$ cat src/rtl/sad_controller.sv
// Sum-of-absolute-differences controller: one shared adder is sequenced
// through SUB, ABS and ACC steps for each accepted a/b operand pair.
module sad_controller #(
    parameter int unsigned WIDTH   = 16,
    parameter int unsigned COUNT_W = 8,
    parameter int unsigned ACC_W   = 24
) (
    input  logic               clk,
    input  logic               rst_n,
    input  logic               start,
    input  logic [COUNT_W-1:0] len,
    input  logic               in_valid,
    output logic               in_ready,
    input  logic [WIDTH-1:0]   a,
    input  logic [WIDTH-1:0]   b,
    output logic               busy,
    output logic               done,
    output logic [ACC_W-1:0]   sad,
    output logic               overflow
);

    localparam int unsigned DW = WIDTH + 1;
    localparam int unsigned SW = ACC_W + 1;

    typedef enum logic [2:0] {
        IDLE = 3'd0,
        LOAD = 3'd1,
        SUB  = 3'd2,
        ABS  = 3'd3,
        ACC  = 3'd4,
        DONE = 3'd5
    } state_t;

    state_t             state;
    state_t             state_nx;
    logic [COUNT_W-1:0] count;
    logic [WIDTH-1:0]   a_r;
    logic [WIDTH-1:0]   b_r;
    logic [DW-1:0]      diff;
    logic [SW-1:0]      add_x;
    logic [SW-1:0]      add_y;
    logic               add_cin;
    logic [SW-1:0]      sum;
    logic               in_ready_nx;
    logic               busy_nx;
    logic               done_nx;

    // State register and registered status outputs
    always_ff @(posedge clk or negedge rst_n) begin
        if (!rst_n) begin
            state    <= IDLE;
            in_ready <= 1'b0;
            busy     <= 1'b0;
            done     <= 1'b0;
        end else begin
            state    <= state_nx;
            in_ready <= in_ready_nx;
            busy     <= busy_nx;
            done     <= done_nx;
        end
    end

    // Next-state logic
    always_comb begin
        state_nx = state;
        unique case (state)
            IDLE: if (start) state_nx = (len != '0) ? LOAD : DONE;
            LOAD: if (in_valid) state_nx = SUB;
            SUB:  state_nx = ABS;
            ABS:  state_nx = ACC;
            ACC:  state_nx = (count == COUNT_W'(1)) ? DONE : LOAD;
            DONE: state_nx = IDLE;
            default: state_nx = IDLE;
        endcase
    end

    // Status outputs decoded from the next state so they align with it
    always_comb begin
        in_ready_nx = (state_nx == LOAD);
        busy_nx     = (state_nx != IDLE);
        done_nx     = (state_nx == DONE);
    end

    // Shared adder operand steering: a-b, then negate, then accumulate
    always_comb begin
        add_x   = '0;
        add_y   = '0;
        add_cin = 1'b0;
        unique case (state)
            SUB: begin
                add_x   = SW'($signed(a_r));
                add_y   = ~SW'($signed(b_r));
                add_cin = 1'b1;
            end
            ABS: begin
                add_x   = SW'(~diff);
                add_cin = 1'b1;
            end
            ACC: begin
                add_x = SW'(sad);
                add_y = SW'(diff);
            end
            default: ;
        endcase
    end

    assign sum = add_x + add_y + SW'(add_cin);

    // Datapath registers
    always_ff @(posedge clk or negedge rst_n) begin
        if (!rst_n) begin
            count    <= '0;
            a_r      <= '0;
            b_r      <= '0;
            diff     <= '0;
            sad      <= '0;
            overflow <= 1'b0;
        end else begin
            unique case (state)
                IDLE: if (start) begin
                    count    <= len;
                    sad      <= '0;
                    overflow <= 1'b0;
                end
                LOAD: if (in_valid) begin
                    a_r <= a;
                    b_r <= b;
                end
                SUB: diff <= sum[DW-1:0];
                ABS: if (diff[WIDTH]) diff <= sum[DW-1:0];
                ACC: begin
                    if (sum[ACC_W]) begin
                        sad      <= '1;
                        overflow <= 1'b1;
                    end else begin
                        sad <= sum[ACC_W-1:0];
                    end
                    count <= count - COUNT_W'(1);
                end
                default: ;
            endcase
        end
    end

endmodule

$ cat config.mk
export PLATFORM = sky130hd
export DESIGN_NAME = sad_controller
export DESIGN_NICKNAME = d
export VERILOG_FILES = /design/src/rtl/sad_controller.sv
export SDC_FILE = /design/constraint.sdc
export NUM_CORES = 1
export LEC_CHECK = 0
export ABC_AREA = 1
export CAP_MARGIN = 20
export CORE_MARGIN = 2
export CORE_UTILIZATION = 51
export DETAILED_ROUTE_END_ITERATION = 12
export GPL_ROUTABILITY_DRIVEN = 0
export PLACE_DENSITY = 0.88
export REMOVE_ABC_BUFFERS = 1
export SLEW_MARGIN = 25
export SYNTH_ARGS = -nofsm -noshare
export SYNTH_HDL_FRONTEND = slang
export SYNTH_SLANG_ARGS = --single-unit
$ cat constraint.sdc
create_clock -name clk -period 3.1 [get_ports clk]
set_clock_uncertainty 0.2 [all_clocks]
set_input_delay 0.465 -clock clk [delete_from_list [all_inputs] [get_ports clk]]
set_output_delay 0.465 -clock clk [all_outputs]
set_load 0.02 [all_outputs]
Word-level counts from Yosys, hierarchy flattened
Cells that the tools add are included.
Word-level totals
  bits in registers: 88
  bits in latches: 0
  memory bits (writable): 0
  ROM bits: 0
  input bits: 44
  output and inout port bits: 28
  logic and storage cells: 54
  memories kept: 0
Operators by class
  add/subtract/negate cells: 3
  multipliers: 0
  divide/modulo/power cells: 0
  $lt $le $gt $ge: 0
  eq/ne operators: 10
  shift operators: 0
  mux-type cells: 18
  bitwise gates (word level): 2
  reduce and logical (&&, ||, !) cells: 10
Operators by type and width (count)
  25-bit one-hot mux with 3 select lines: 1
  25-bit one-hot mux with 2 select lines: 1
  24-bit 2-to-1 mux: 2
  24-bit one-hot mux with 2 select lines: 1
  17-bit one-hot mux with 2 select lines: 1
  25-bit by 1-bit adder with 25-bit output: 1
  25-bit adder: 1
  16-bit inverter with 25-bit output: 1
  17-bit inverter with 25-bit output: 1
  17-bit 2-to-1 mux: 1
  8-bit one-hot mux with 2 select lines: 1
  3-bit one-hot mux with 5 select lines: 1
  3-bit 2-to-1 mux: 4
  8-bit by 1-bit == test with 1-bit output (second input constant): 1
  8-bit 2-to-1 mux: 1
  8-bit nonzero test: 1
  8-bit by 1-bit subtractor with 8-bit output (second input constant): 1
  3-bit by 1-bit == test with 1-bit output (second input constant): 2
  3-bit by 2-bit == test with 1-bit output (second input constant): 2
  3-bit == test (second input constant): 2
  2-bit inequality test (second input constant): 3
  2-bit AND reduction: 3
  2-bit nonzero test: 2
  3-bit zero test: 1
  5 further kinds: 7

Logic depth before layout (Yosys ltp)
Gate-level depths: netlist of the first run.
  depth in word-level cells: 6
  mapped depth: 19
  mapped depth without buffers: 17

Worst setup path after synthesis of the first run
No wires, ideal clock.
  path type: flip-flop to flip-flop
  from: register state[1]
  to: register sad[15]
  library setup time: 125 ps
  arrival: 2925 ps
  required time: 2775 ps
  setup slack: -151 ps
  cell stages (with the launch flop): 19
  clock period less this slack: 3251 ps
  cell sequence: dfrtp_1 -> buf_2 -> nor2_4 -> nand2_2 -> inv_2 -> clkbuf_1 -> nand2_1 -> o211ai_1 -> fa_1 -> fa_1 -> nand2_1 -> nand2_1 -> nand3_1 -> nand2_1 -> nand2_1 -> nand4_4 -> nand2_4 -> buf_4 -> nand3_1
Between the ends
  cells in the longest elaborated chain, start to end: 6
  elaborated cells between the ends (all ways): 15
  classes of those cells: add/sub (2); eq/ne (4); mux (5); reduce/logical (4)
Ends and longest elaborated chain
  from (decl): line 34  | state_t state;
  from (signal assigned): line 56  | state <= state_nx;
  3-bit == test / 3-bit by 2-bit == test with 1-bit output (equally long branches): line 89, 119
  25-bit one-hot mux with 3 select lines, or another cell as far along: line 89  | unique case (state)
  25-bit adder / 1-bit 2-to-1 mux (equally long branches): line 107, 89
  25-bit by 1-bit adder with 25-bit output: line 107  | assign sum = add_x + add_y + SW'(add_cin);
  24-bit 2-to-1 mux: line 132  | if (sum[ACC_W]) begin
  24-bit one-hot mux with 2 select lines: line 119  | unique case (state)
  to (signal assigned): line 136  | sad <= sum[ACC_W-1:0];
  to (decl): line 18  | output logic [ACC_W-1:0] sad,
Several ways; a longest one is shown, not always the timed one.
A chain may end at the register's enable or synchronous reset.

Final worst setup path of the first run
  from: register state[1]
  to: register sad[1]
The elaborated chain is that of the path after synthesis.

==> results, run 1 <==
- The run finished with clean final reports.
- The endpoint kind of the worst setup timing path is a flop.
- The placement-stage worst setup slack is 0.0446 ns.
- Wires add up to 15700 um.
- The insertion delay to the later sink of the worst-skew pair is 0.35 ns.
- The number of antenna violations at the first check in global routing is 0.
- Across the VDD grid, the largest voltage drop is 0.456 mV.
- Entering global routing, the biggest net connects 50 pins.
- Yosys mapped a number of flops with a built-in enable equal to 0.
- The remaining global-route overflow is 0.
- TritonCTS built the clock tree.
- The clock drives 88 sinks.
- The final antenna diode count is 0.
- The number of warnings reported in the yosys synthesis log is 0.
- The cell count after synthesis came out at 811.
- The count of boundary I/O pins is 72.
- The placed instances occupy a cell area of 6870 um2.
- The area of the placeable core is 11300 um2.
- Data on the critical path is required at its endpoint by 3.11 ns.
- By count the netlist is led by nand2_1 (294), inv_1 (101), dfrtp_1 (88).
- The die is 111 um tall.
- Yosys attributes the largest share of cell area to dfrtp_1 (37%), nand2_1 (19%), inv_1 (6.4%).
- Summed over all instances, the cell type with the most area after synthesis is dfrtp_1.
- The area of the die is 12400 um2.
- The first global-routing pass estimated 26600 um of wire.
- The count of final hold-check violations is 0.
- By instance count, the leading cell after synthesis is nand2_1.
- The number of filler cells placed in the layout is 953.
- The power density of the placed cells is 849 nW/um2.
- The number of buffers added by the clock tree synthesis step is 9.
- The post-layout worst setup margin is 0.119 ns.
- The worst endpoint data arrival time is 2.99 ns.
- For this run, the register share of the synthesized area comes to 0.374.
- Including well taps, the total number of placed cells is 1026.
- The final net count is 970.
- Clock tree synthesis selected as its root buffer the cell clkbuf_16.
- The portion of synthesized cell area occupied by the leading cell type is 0.374.
- In the finished design, the share of the clock period the worst path needs comes to 0.961.
- Input and output buffers added on the ports amount to 71.
- The number of iterations in the first detailed-routing pass is 6.
- In the final layout, the share of cells above drive strength 1 is 0.117.
- The number of DRC markers in iteration 0 is 558.
- Once layout is complete, the utilization of the core stands at 0.642.
- The area of the mapped netlist is 5890 um2.
- The count of pins over their slew limit is 0.
- The multi-input gate area in the final layout is 3220 um2.
- Measured against its own limit, the worst slew margin works out to 0.576.
- The register area is 2210 um2.
- The via count is 5840.
- For the pin with the worst max-slew slack, the measured transition is 0.636 ns.
- The peak clock frequency supported by timing is 336 MHz.
- The design area is 7270 um2.
- The largest fanout of any net on the critical path is 18.
- The min-delay analysis places its worst path in the category reg2reg.
- The residual DRC count is 0.
- The most used flip-flop cell after synthesis is dfrtp_1.
- From left edge to right edge, the die measures 111 um.
- Counting flops and latches in the post-synthesis netlist gives 88.
- For this run, asynchronously set or reset flops after synthesis account for 1.00.
- The worst setup path is launched from a flop.
- The number of cells in the finished layout apart from fillers is 1047.
- The placed wire-length estimate after detailed placement is 11300 um.
- The aggregate global-route resource usage is 0.259.
- The clock tree synthesis step divided the H-tree into 3 levels.
- After clock tree synthesis, the clock-pin slew on the worst setup and hold paths is 0.06 ns.
- The clock passes through at most 2 buffers.
- For this design the static power due to leakage is 3.73 nW.
- The total of endpoints with negative setup slack in the final report is 0.
- The antenna violation net count after detailed routing is 0.
- The mean area per synthesized cell is 7.26 um2.
- The number of unique standard cell types used by synthesis is 34.
- The startpoint-to-endpoint class of the critical path is reg2reg.
- The initial standard-cell utilization of the core is 0.520.
- In the final routed layout, each cell accounts on average for 15.0 um.
- Compared with the post-synthesis result, the final layout area differs by 23.5%.
- Using the TritonRoute via totals, the vias-per-cell ratio works out to 5.58.
- The shortest period the worst path allows is 2.98 ns.
- The via count of the first global-routing pass was 5695.
- The placement row count is 39.
- The max-capacitance violation count is 0.
power by group:
group	total [mW]	internal [mW]	leakage [nW]	switching, mW
sequential	1.93	1.61	1.11	0.317
combinational	3.23	1.36	2.48	1.87
clock	1.01	0.564	0.136	0.451
worst max-delay path, cell delays in order, from the launching register on:
cell,delay (ns)
dfrtp_2,0.45
nor2_4,0.06
nand2_2,0.10
inv_4,0.08
nand2_1,0.06
o211ai_1,0.12
fa_2,0.38
fa_1,0.39
nand2_1,0.10
nand2_1,0.06
nand3_1,0.11
nand2_2,0.10
nand2_2,0.09
nand4_4,0.15
nand2_4,0.24
nand3_1,0.12
routing by layer:
layer  track usage  vias up  share of wire
met2         0.434      294           0.48
met3        0.0441       41          0.081
met5             0        -              0
li1              -     2796              -
met4        0.0872        0          0.025
met1         0.343     2709           0.42
worst paths after layout:
check                      cells after the start  slack (ns)           startpoint             endpoint
max in group asynchronous                      3        1.58                rst_n  sad[23]$_DFFE_PN0P_
min in group asynchronous                      2        0.48                rst_n   a_r[1]$_DFFE_PN0P_
hold reg to reg                                1        0.30  a_r[12]$_DFFE_PN0P_  a_r[12]$_DFFE_PN0P_
hold / removal                                 1        0.30  a_r[12]$_DFFE_PN0P_  a_r[12]$_DFFE_PN0P_
setup reg to reg                              15        0.12   state[1]$_DFF_PN0_   sad[1]$_DFFE_PN0P_
setup / recovery                              15        0.12   state[1]$_DFF_PN0_   sad[1]$_DFFE_PN0P_
state kept, by name, indices dropped and copies added (netlist names):
| signal | cells |
|---|---|
| count | 8 |
| diff | 17 |
| state | 3 |
| a_r | 16 |
| b_r | 16 |
| overflow | 1 |
| sad | 24 |
| in_ready | 1 |
| done | 1 |
| busy | 1 |
area by class of cell:
class	count	share of cell area
Clock inverter	5	0.00430
Clock buffer	11	0.0334
Multi-Input combinational cell	595	0.443
Timing Repair Buffer	98	0.136
Inverter	107	0.0556
Sequential cell	88	0.303
Tap cell	143	0.0246
timing repair:
item                                    in CTS  in global routing
setup buffers                                0                  3
gates resized for setup                      0                 21
endpoints found under the setup margin       0                 31
hold endpoints to repair                    48                  0
hold buffers                                 1                  0
logic make-up after synthesis:
| family | share of synthesized area |
|---|---|
| mux | 0.0593 |
| compound gates | 0.0814 |
| xor+xnor | 0.0164 |
| fa+ha+maj | 0.0599 |
| buf+inv | 0.0840 |
| flops | 0.374 |
| simple gates | 0.325 |
layout by cell type (no fill, tap or decap), types with 21 or more instances in the layout:
| cell type | n |
|---|---|
| nor2_1 | 45 |
| nand2_1 | 290 |
| o21ai_0 | 28 |
| a21oi_1 | 21 |
| dfrtp_1 | 85 |
| nand3_1 | 61 |
| inv_1 | 101 |
| clkdlybuf4s50_1 | 70 |
| ha_1 | 25 |
| mux2_2 | 31 |
metrics by stage:
step | setup TNS, ns | hold slack [ns] | power, mW
floorplan | -10.51 | -0.0306 | 3.93
global placement | 0 | 0.286 | 4.87
detailed placement | 0 | 0.289 | 4.98
CTS | 0 | 0.305 | 6.01
global route | -0.768 | 0.315 | 6.62
finish | 0 | 0.305 | 6.17
No activity file was read; power rests on OpenSTA's default activity.
==> inputs of run 2 (changes only) <==
--- a/config.mk
+++ b/config.mk
@@ -9,6 +9,7 @@
 export CAP_MARGIN = 20
 export CORE_MARGIN = 2
 export CORE_UTILIZATION = 51
+export CTS_CLUSTER_SIZE = 24
 export DETAILED_ROUTE_END_ITERATION = 12
 export GPL_ROUTABILITY_DRIVEN = 0
 export PLACE_DENSITY = 0.88
==> results of run 2 <==
Final layout, timing and power as in run 1 (identical DEF).
==> inputs of run 3 (changes only) <==
--- a/config.mk
+++ b/config.mk
@@ -8,11 +8,11 @@
 export ABC_AREA = 1
 export CAP_MARGIN = 20
 export CORE_MARGIN = 2
-export CORE_UTILIZATION = 51
+export CORE_UTILIZATION = 50
 export CTS_CLUSTER_SIZE = 24
 export DETAILED_ROUTE_END_ITERATION = 12
 export GPL_ROUTABILITY_DRIVEN = 0
-export PLACE_DENSITY = 0.88
+export PLACE_DENSITY = 0.87
 export REMOVE_ABC_BUFFERS = 1
 export SLEW_MARGIN = 25
 export SYNTH_ARGS = -nofsm -noshare
==> run 3 against run 2 <==
  * Critical path depth did not move
  * Hold slack got worse by 0.0042 ns
  * Worst setup slack improved by 0.0065 ns
  * Fmax rose by 0.22%
  * Clock-buffer cell count rose by 1
  * Sequential share of layout area rose by 0.084 points
  * Register-to-register slack barely moved
  * Cell count barely moved
  * Die area rose by 1.9%
  * Global-route usage fell by 0.49 points
==> results, run 3 (same netlist as run 1, synthesis figures left out) <==
- The highest metal layer carrying signal wires in the routed design is met4.
- TritonCTS built the clock tree.
- TritonCTS created 9 clock buffers.
- The end of the worst register-to-register path is sad[12]$_DFFE_PN0P_.
- The initial standard-cell utilization of the core is 0.513.
- The register with the most flip-flops in the layout has 24 of them.
- The worst setup path is of the reg2reg kind.
- The final layout contains 970 nets.
- In this run the most critical hold path is launched from overflow$_DFFE_PN0P_.
- For the pin with the worst max-slew slack, the measured transition is 0.511 ns.
- In this run the horizontal extent of the chip is 112 um.
- After detailed routing, the met3 layer carries 1020 um of wire.
- Setup violations remaining at the end of the flow were counted as 0.
- In the detailed route, the total length drawn on met2 is 7360 um.
- The pre-antenna-repair detailed-routing pass consisted of 5 iterations.
- At the worst endpoint, the required time is 3.11 ns.
- The total area inside the core boundary comes to 11500 um2.
- The placement row count is 39.
- The area growth from synthesis to layout is 23.2%.
- The number of antenna violations at the first check in global routing is 0.
- The first global-routing pass estimated 26400 um of wire.
- The sum of routed wire segments on met1 is 6660 um.
- The endpoint kind of the worst setup timing path is a flop.
- Dividing the detail-routed via count by the number of cells gives 5.50.
- The shortest period the worst path allows is 2.97 ns.
- The clock-pin slew on the worst setup and hold paths is 0.06 ns.
- The largest registers in the layout are sad x24, diff x17.
- For this block, the initial DRC count from the detailed router was 412.
- The die covers 12700 um2.
- The final layout contains routed wiring with a total length of 15500 um.
- The critical path starts at state[2]$_DFF_PN0_.
- The most frequent standard cell in the layout excluding fill and tap cells is nand2_1.
- Once layout is complete, the utilization of the core stands at 0.632.
- Counting flops per register, the top entry is sad.
- The number of levels the H-tree was split into is 3.
- In the final layout, the share of cells above drive strength 1 is 0.115.
- The worst setup path is launched from a flop.
- The count of clock tree sinks is 88.
- The count of pins over their slew limit is 0.
- The number of cells on the worst reg-to-reg path is 15.
- Across the run, the number of max-cap violations was 0.
- The count of input and output buffers is 71.
- The antenna violation net count after detailed routing is 0.
- The floorplan die height is 112 um.
- The aggregate global-route resource usage is 0.254.
- Entering global routing, the biggest net connects 50 pins.
- Derived from the worst setup path, the maximum achievable clock frequency is 336 MHz.
- The leakage component of the power is 3.71 nW.
- The library cells used most frequently in the layout, excluding fill and tap cells, are nand2_1 (290), inv_1 (101), dfrtp_1 (85), clkdlybuf4s50_1 (70), nand3_1 (61).
- The part of the cycle the worst path needs is 0.959.
- Setup slack on the worst reg-to-reg path comes out at 0.13 ns.
- The flow ran to the end, and the final reports show no timing, DRC or antenna violations.
- Counting along the longest clock path gives a buffer depth of 2.
- The via count is 5751.
- In this run the critical register-to-register path is launched from state[2]$_DFF_PN0_.
- Measured against its own limit, the worst slew margin works out to 0.659.
- Pin placement for this block handled 72 I/O pins.
- The worst endpoint data arrival time is 2.99 ns.
- The insertion delay to the later sink of the worst-skew pair is 0.34 ns.
- Following the worst setup path forward leads to its endpoint at sad[12]$_DFFE_PN0P_.
- Power spread over the standard cell area amounts to 851 nW/um2.
- The tree is rooted in a clkbuf_16.
- The peak supply drop is 0.502 mV.
- Global routing finished with a remaining overflow of 0.
- The count of final hold-check violations is 0.
- The routed length per placed instance is 14.9 um.
- After detailed routing, the number of remaining DRC violations is 0.
- The final antenna diode count is 0.
- The number of filler cells placed in the layout is 935.
- In this run the worst path has a maximum fanout of 6.
- The wire-length estimate of the detail-placed layout is 11400 um.
- Summed over all failing endpoints, the final setup total negative slack is 0 ns.
- The via count of the first global-routing pass came to 5660.
- In this run the worst hold path is classified as reg2reg.
run 3: worst max-delay path, stage by stage, from the launching register on:
cell and delay [ns]:
dfrtp_2 0.46, nand2_2 0.12, inv_4 0.07, nand2_1 0.09, o211ai_1 0.14, fa_2 0.44
fa_2 0.37, nand2_2 0.09, nand2_1 0.06, nand3_1 0.10, nand2_2 0.09, nand2_1 0.07
nand2_1 0.09, or2_2 0.30, nand3_1 0.08, nand3_1 0.08
run 3: per-layer routing:
layer / vias to the layer above / global-route usage
met3: 46 / 0.0405
met2: 251 / 0.418
met5: - / 0
li1: 2787 / -
met1: 2667 / 0.333
met4: 0 / 0.112
run 3: area by class of cell:
class / count / area (um2) / area share
Tap cell: 143 / 179 / 0.0247
Clock inverter: 3 / 43.8 / 0.00604
Timing Repair Buffer: 98 / 958 / 0.132
Sequential cell: 88 / 2210 / 0.304
Inverter: 107 / 404 / 0.0557
Clock buffer: 12 / 236 / 0.0326
Multi-Input combinational cell: 595 / 3220 / 0.445
run 3: how the worst min path moves through the flow:
stage	to	cells after the start
detailed placement	a_r[1]$_DFFE_PN0P_	1
global placement	a_r[1]$_DFFE_PN0P_	1
CTS	overflow$_DFFE_PN0P_	2
finish	overflow$_DFFE_PN0P_	2
floorplan	a_r[0]$_DFFE_PN0P_	0
global route	overflow$_DFFE_PN0P_	2
run 3: stage by stage:
stage / instance area (um2) / total power [mW] / hold slack (ns) / std cells / worst slack [ns]
floorplan: 5790 / 3.93 / -0.0306 / 790 / -0.395
global placement: 6870 / 4.86 / 0.269 / 1028 / 0.153
detailed placement: 6870 / 4.96 / 0.272 / 1028 / 0.0251
CTS: 7160 / 6.05 / 0.297 / 1044 / -0.0247
global route: 7250 / 6.59 / 0.324 / 1046 / -0.0219
finish: 7250 / 6.17 / 0.300 / 1046 / 0.126
run 3: what timing repair did:
item | CTS | global route
hold endpoints to repair | 39 | 0
endpoints found under the setup margin | 9 | 30
setup buffers | 0 | 2
resized for setup | 0 | 21
hold buffers | 1 | 0
pin swaps | 0 | 4
run 3: where the power goes:
part | internal [mW] | switching (mW)
Combinational | 1.31 | 1.86
Clock | 0.621 | 0.438
Sequential | 1.61 | 0.323
